<file path="src/rtl/rv32i_run_ctrl.sv">
// Run-control / debug sequencer for the single-cycle RV32I core: owns core reset,
// the per-cycle commit enable, breakpoint/EBREAK halting, and a retire counter.
module rv32i_run_ctrl #(
  parameter int unsigned RST_HOLD_CYCLES = 4,
  parameter bit          AUTO_RUN        = 1'b0
) (
  input  logic        clk,
  input  logic        rst_n,
  input  logic        cmd_valid,
  output logic        cmd_ready,
  input  logic [2:0]  cmd_op,
  input  logic [31:0] cmd_data,
  input  logic [31:0] pc,
  input  logic [31:0] instr,
  output logic        core_rst_n,
  output logic        core_en,
  output logic        halted,
  output logic [2:0]  halt_cause,
  output logic [31:0] retire_cnt
);

  typedef enum logic [1:0] {ST_RESET_HOLD, ST_HALTED, ST_RUNNING} state_t;

  localparam logic [2:0] OP_HALT       = 3'd1;
  localparam logic [2:0] OP_RUN        = 3'd2;
  localparam logic [2:0] OP_STEP       = 3'd3;
  localparam logic [2:0] OP_SET_BP     = 3'd4;
  localparam logic [2:0] OP_CLR_BP     = 3'd5;
  localparam logic [2:0] OP_CLR_CNT    = 3'd6;
  localparam logic [2:0] OP_RESET_CORE = 3'd7;

  localparam logic [2:0] CAUSE_RESET  = 3'd0;
  localparam logic [2:0] CAUSE_HOST   = 3'd1;
  localparam logic [2:0] CAUSE_STEP   = 3'd2;
  localparam logic [2:0] CAUSE_BP     = 3'd3;
  localparam logic [2:0] CAUSE_EBREAK = 3'd4;
  localparam logic [2:0] CAUSE_BUDGET = 3'd5;

  localparam logic [31:0] EBREAK_INSN = 32'h0010_0073;
  localparam logic [7:0]  HOLD_LAST   = 8'(RST_HOLD_CYCLES - 1);

  state_t      r_state;
  logic [7:0]  r_hold_cnt;
  logic [31:0] r_budget_left;
  logic        r_unlimited;
  logic        r_step_mode;
  logic        r_bp_en;
  logic [31:0] r_bp_addr;
  logic        r_skip_once;
  logic [2:0]  r_halt_cause;
  logic [31:0] r_retire_cnt;

  logic w_accept;
  logic w_bp_hit;
  logic w_ebreak;
  logic w_stop;

  // Only combinational path in the block: pc/instr -> core_en.
  assign w_accept = cmd_valid && cmd_ready;
  assign w_bp_hit = r_bp_en && (pc == r_bp_addr);
  assign w_ebreak = (instr == EBREAK_INSN);
  assign w_stop   = (w_bp_hit || w_ebreak) && !r_skip_once;

  assign cmd_ready  = (r_state != ST_RESET_HOLD);
  assign core_rst_n = (r_state != ST_RESET_HOLD);
  assign core_en    = (r_state == ST_RUNNING) && !w_stop;
  assign halted     = (r_state == ST_HALTED);
  assign halt_cause = r_halt_cause;
  assign retire_cnt = r_retire_cnt;

  always_ff @(posedge clk) begin
    if (!rst_n) begin
      r_state       <= ST_RESET_HOLD;
      r_hold_cnt    <= '0;
      r_budget_left <= '0;
      r_unlimited   <= 1'b0;
      r_step_mode   <= 1'b0;
      r_bp_en       <= 1'b0;
      r_bp_addr     <= '0;
      r_skip_once   <= 1'b0;
      r_halt_cause  <= CAUSE_RESET;
      r_retire_cnt  <= '0;
    end else begin
      if (w_accept && cmd_op == OP_CLR_CNT) r_retire_cnt <= '0;
      else if (core_en)                     r_retire_cnt <= r_retire_cnt + 32'd1;

      if (w_accept && cmd_op == OP_SET_BP) begin
        r_bp_addr <= cmd_data;
        r_bp_en   <= 1'b1;
      end else if (w_accept && cmd_op == OP_CLR_BP) begin
        r_bp_en <= 1'b0;
      end

      case (r_state)
        ST_RESET_HOLD: begin
          if (r_hold_cnt == HOLD_LAST) begin
            r_halt_cause <= CAUSE_RESET;
            if (AUTO_RUN) begin
              r_state       <= ST_RUNNING;
              r_unlimited   <= 1'b1;
              r_step_mode   <= 1'b0;
              r_budget_left <= '0;
            end else begin
              r_state <= ST_HALTED;
            end
          end else begin
            r_hold_cnt <= r_hold_cnt + 8'd1;
          end
        end

        ST_HALTED: begin
          if (w_accept && (cmd_op == OP_RUN || cmd_op == OP_STEP)) begin
            r_state       <= ST_RUNNING;
            r_budget_left <= (cmd_op == OP_STEP) ? 32'd1 : cmd_data;
            r_unlimited   <= (cmd_op == OP_RUN) && (cmd_data == '0);
            r_step_mode   <= (cmd_op == OP_STEP);
            r_skip_once   <= (r_halt_cause == CAUSE_BP) || (r_halt_cause == CAUSE_EBREAK);
          end else if (w_accept && cmd_op == OP_RESET_CORE) begin
            r_state     <= ST_RESET_HOLD;
            r_hold_cnt  <= '0;
            r_skip_once <= 1'b0;
          end
        end

        ST_RUNNING: begin
          if (w_accept && cmd_op == OP_RESET_CORE) begin
            r_state     <= ST_RESET_HOLD;
            r_hold_cnt  <= '0;
            r_skip_once <= 1'b0;
          end else if (w_stop) begin
            r_state      <= ST_HALTED;
            r_halt_cause <= w_bp_hit ? CAUSE_BP : CAUSE_EBREAK;
          end else begin
            // Instruction retires this cycle; host HALT and RUN reload override budget expiry.
            r_skip_once <= 1'b0;
            if (!r_unlimited) r_budget_left <= r_budget_left - 32'd1;
            if (w_accept && cmd_op == OP_HALT) begin
              r_state      <= ST_HALTED;
              r_halt_cause <= CAUSE_HOST;
            end else if (w_accept && cmd_op == OP_RUN) begin
              r_budget_left <= cmd_data;
              r_unlimited   <= (cmd_data == '0);
            end else if (!r_unlimited && r_budget_left == 32'd1) begin
              r_state      <= ST_HALTED;
              r_halt_cause <= r_step_mode ? CAUSE_STEP : CAUSE_BUDGET;
            end
          end
        end

        default: r_state <= ST_RESET_HOLD;
      endcase
    end
  end

endmodule

</file>
<file path="config.mk">
export PLATFORM = sky130hd
export DESIGN_NAME = rv32i_run_ctrl
export DESIGN_NICKNAME = d
export VERILOG_FILES = /design/src/rtl/rv32i_run_ctrl.sv
export SDC_FILE = /design/constraint.sdc
export NUM_CORES = 1
export LEC_CHECK = 0
export BUFFER_PORTS_ARGS = -buffer_cell sky130_fd_sc_hd__buf_2
export CAP_MARGIN = 20
export CORE_ASPECT_RATIO = 1.2
export CORE_UTILIZATION = 45
export CTS_CLUSTER_DIAMETER = 120
export CTS_CLUSTER_SIZE = 10
export DETAILED_ROUTE_END_ITERATION = 10
export GPL_ROUTABILITY_DRIVEN = 0
export GPL_TIMING_DRIVEN = 0
export PLACE_DENSITY_LB_ADDON = 0.25
export REMOVE_ABC_BUFFERS = 1
export SYNTH_ARGS = -nofsm -noshare
export SYNTH_HDL_FRONTEND = slang
export SYNTH_SLANG_ARGS = --single-unit
</file>
<file path="constraint.sdc">
create_clock -name clk -period 2.6 [get_ports clk]
set_input_delay 0.13 -clock clk [delete_from_list [all_inputs] [get_ports clk]]
set_output_delay 0.13 -clock clk [all_outputs]
set_load 0.01 [all_outputs]
</file>
==> run summary <==
Status - finished, violations left
Violated checks - DRC
Clock Pin Slew Worst Setup and Hold Paths - 0.06 ns
Initial Util - 0.467
Non-filler instance count after layout - 1156
CP arrival - 2.79 ns
Clk_lat worst skew - 0.43 ns
DR vias/cell - 5.92
Peak supply drop - 0.733 mV
Synth area leader - dfxtp_1
Final Hold Fails - 0
Routed WL per cell - 17.2 microns
Detailed placer's ending HPWL - 13900 microns
Max-cap violation count - 0
Tmin final - 2.48 ns
Clk buf depth - 2
Leakage power - 3.30 nW
DR DRC count - 15
Synth Flop Type - dfxtp_1
Post-Synthesis Cells - 831
Required time worst endpoint - 2.91 ns
Hold WC Path Type - in2reg
Dpl cell area - 7370 sq um
Post-route cell area - 8350 sq um
Post-synth cell types - 74
Starting DRT DRC Count - 518
Area share of the largest cell type after synthesis - 0.347
Reg-to-reg slack, setup - 0.12 ns
CP Capture Type - register
Worst Tran Pin Value - 1.11 ns
Ranking of synthesized cells by area - dfxtp_1 (35%), nand2_1 (7.4%), a21oi_1 (4.2%)
CTS Sinks - 113
RSZ-0062 raised after global routing - false
IO Pins - 141
Startpoint Class - register
Total design power - 7.49 mW
Max_slew headroom - 0.259
Commonest non-fill, non-tap cell in the layout - buf_2
Clock skew - 0.0150 ns
CP Max Fanout - 7
Ant diodes - 0
Nets@finish - 1082
First-pass GRT wire length - 31000 microns
Post-Route Utilization - 0.599
FFs w/ async S/R, synth - 0
Period utilisation layout - 0.952
Final WL - 19900 microns
Syn Std Cell Area - 6510 sq um
Critical path class - reg2reg
H-tree depth - 4
Pwr dens - 897 nW/um^2
Total number of vias - 6839
CTS tree - yes
Initial antenna violation count - 0
Most frequent cells in the layout - buf_2 (140), nand2_1 (124), dfxtp_1 (111)
Number of synthesized register bits - 113
Sequential area share after synthesis - 0.347
Largest net degree at the start of global routing - 57
Initial DRT Pass Iterations - 8
Die area - 15000 sq um
Final setup violation count - 0
Max Slew Vio Count - 0
Vias in the first global route - 6220
Die H - 134 microns
Total gr overflow - 0
TritonCTS Buffers - 17
# rows - 47
Max Clk Rate - 404 MHz
EDFF count, synth - 0
Yosys warns - 0
Placed cell count - 1104
Avg Cell Area, Syn - 7.83 sq um
Overall Global Routing Usage - 0.261
I/O Buffers - 140
DRT antenna net count - 0
CTS root buf - clkbuf_16
Area Overhead vs Synth - 28.2%
Share of cells above drive strength 1 - 0.251
Core footprint - 13900 sq um
Die width - 112 microns
[power breakdown]
group	total [mW]	internal [mW]	leakage, nW	switching (mW)
clock	2.44	1.60	0.299	0.836
combinational	2.90	1.10	2.08	1.79
sequential	2.15	1.94	0.915	0.218
total	7.49	4.64	3.30	2.85
[registers in the layout, summed over array words and instances, names as in the netlist]
signal	flops
r_budget_left	32
retire_cnt	32
r_skip_once	1
r_hold_cnt	8
halt_cause	3
r_step_mode	1
r_unlimited	1
r_state	2
r_bp_en	1
r_bp_addr	32
[worst max-delay path: stages (launching register included)]
cell     delay [ns]
dfxtp_1        0.35
or3_1          0.52
nor4_4         0.43
nand3_1        0.23
o31ai_4        0.35
o31ai_4        0.13
o311a_1        0.34
[layer usage]
layer | global-route usage | up-vias | share of wire
li1 | - | 3320 | -
met1 | 0.307 | 3191 | 0.42
met2 | 0.437 | 273 | 0.48
met3 | 0.0591 | 55 | 0.064
met4 | 0.149 | 0 | 0.044
met5 | 0 | - | 0
[metrics by stage]
stage	setup slack (ns)	setup TNS (ns)	hold slack (ns)
after floorplan	-1.06	-54.07	0.252
after global placement	-3.32	-197.13	0.416
after detailed placement	-0.821	-29.02	0.419
after CTS	-0.0122	-0.0209	0.00243
after global routing	0.00300	0	0.00872
final	0.124	0	0.00743
[cell type report]
class | instances | area, sq um
clock buffer | 23 | 488
timing repair buffer | 168 | 1010
sequential | 113 | 2260
inverter | 20 | 78.8
multi-input combinational | 652 | 4160
tap | 171 | 214
fill | 1269 | 5590
clock inverter | 9 | 129
[final timing paths]
check | from | to | depth (start not counted)
max | r_budget_left[12] | halt_cause[0] | 6
min | cmd_data[15] | r_bp_addr[15] | 3
max reg2reg | r_budget_left[12] | halt_cause[0] | 6
min reg2reg | r_bp_addr[14] | r_bp_addr[14] | 2
[Yosys cell counts, types with 5 or more instances]
master / number
xor2_1: 30
o31ai_1: 6
nor4b_1: 6
or4_1: 7
a21boi_0: 33
nor2b_1: 5
inv_1: 20
nor3_1: 22
nand2_1: 128
nand3_1: 20
and2_1: 7
xnor2_1: 25
ha_1: 8
buf_2: 5
o22ai_1: 6
nand4b_1: 5
a31o_2: 5
o211ai_1: 11
nand4_1: 21
nor2_1: 64
clkbuf_1: 36
a31oi_1: 6
o21ai_0: 45
or3_1: 24
a32o_1: 6
nor4_1: 31
nor3b_1: 7
a21oi_1: 55
a221oi_1: 5
dfxtp_1: 113
[timing repair]
item	4_1_cts	5_1_grt
hold endpoints to repair	7	0
setup buffers	4	9
pin swaps	2	5
setup endpoints to repair	72	89
hold buffers	7	0
resized for setup	21	25
[kinds of logic (layout without fill, tap and decap cells)]
group                    after synthesis  after routing  synth area share
AND/OR/NAND/NOR                      378            378             0.304
multiplexers                           3              3           0.00461
buffers and inverters                 66            220            0.0431
AO/OA/AOI/OAI                        208            208             0.212
flip-flops                           113            113             0.347
XOR/XNOR                              55             55            0.0740
adder cells (fa/ha/maj)                8              8            0.0154
Power figures use the tool's default switching activity.
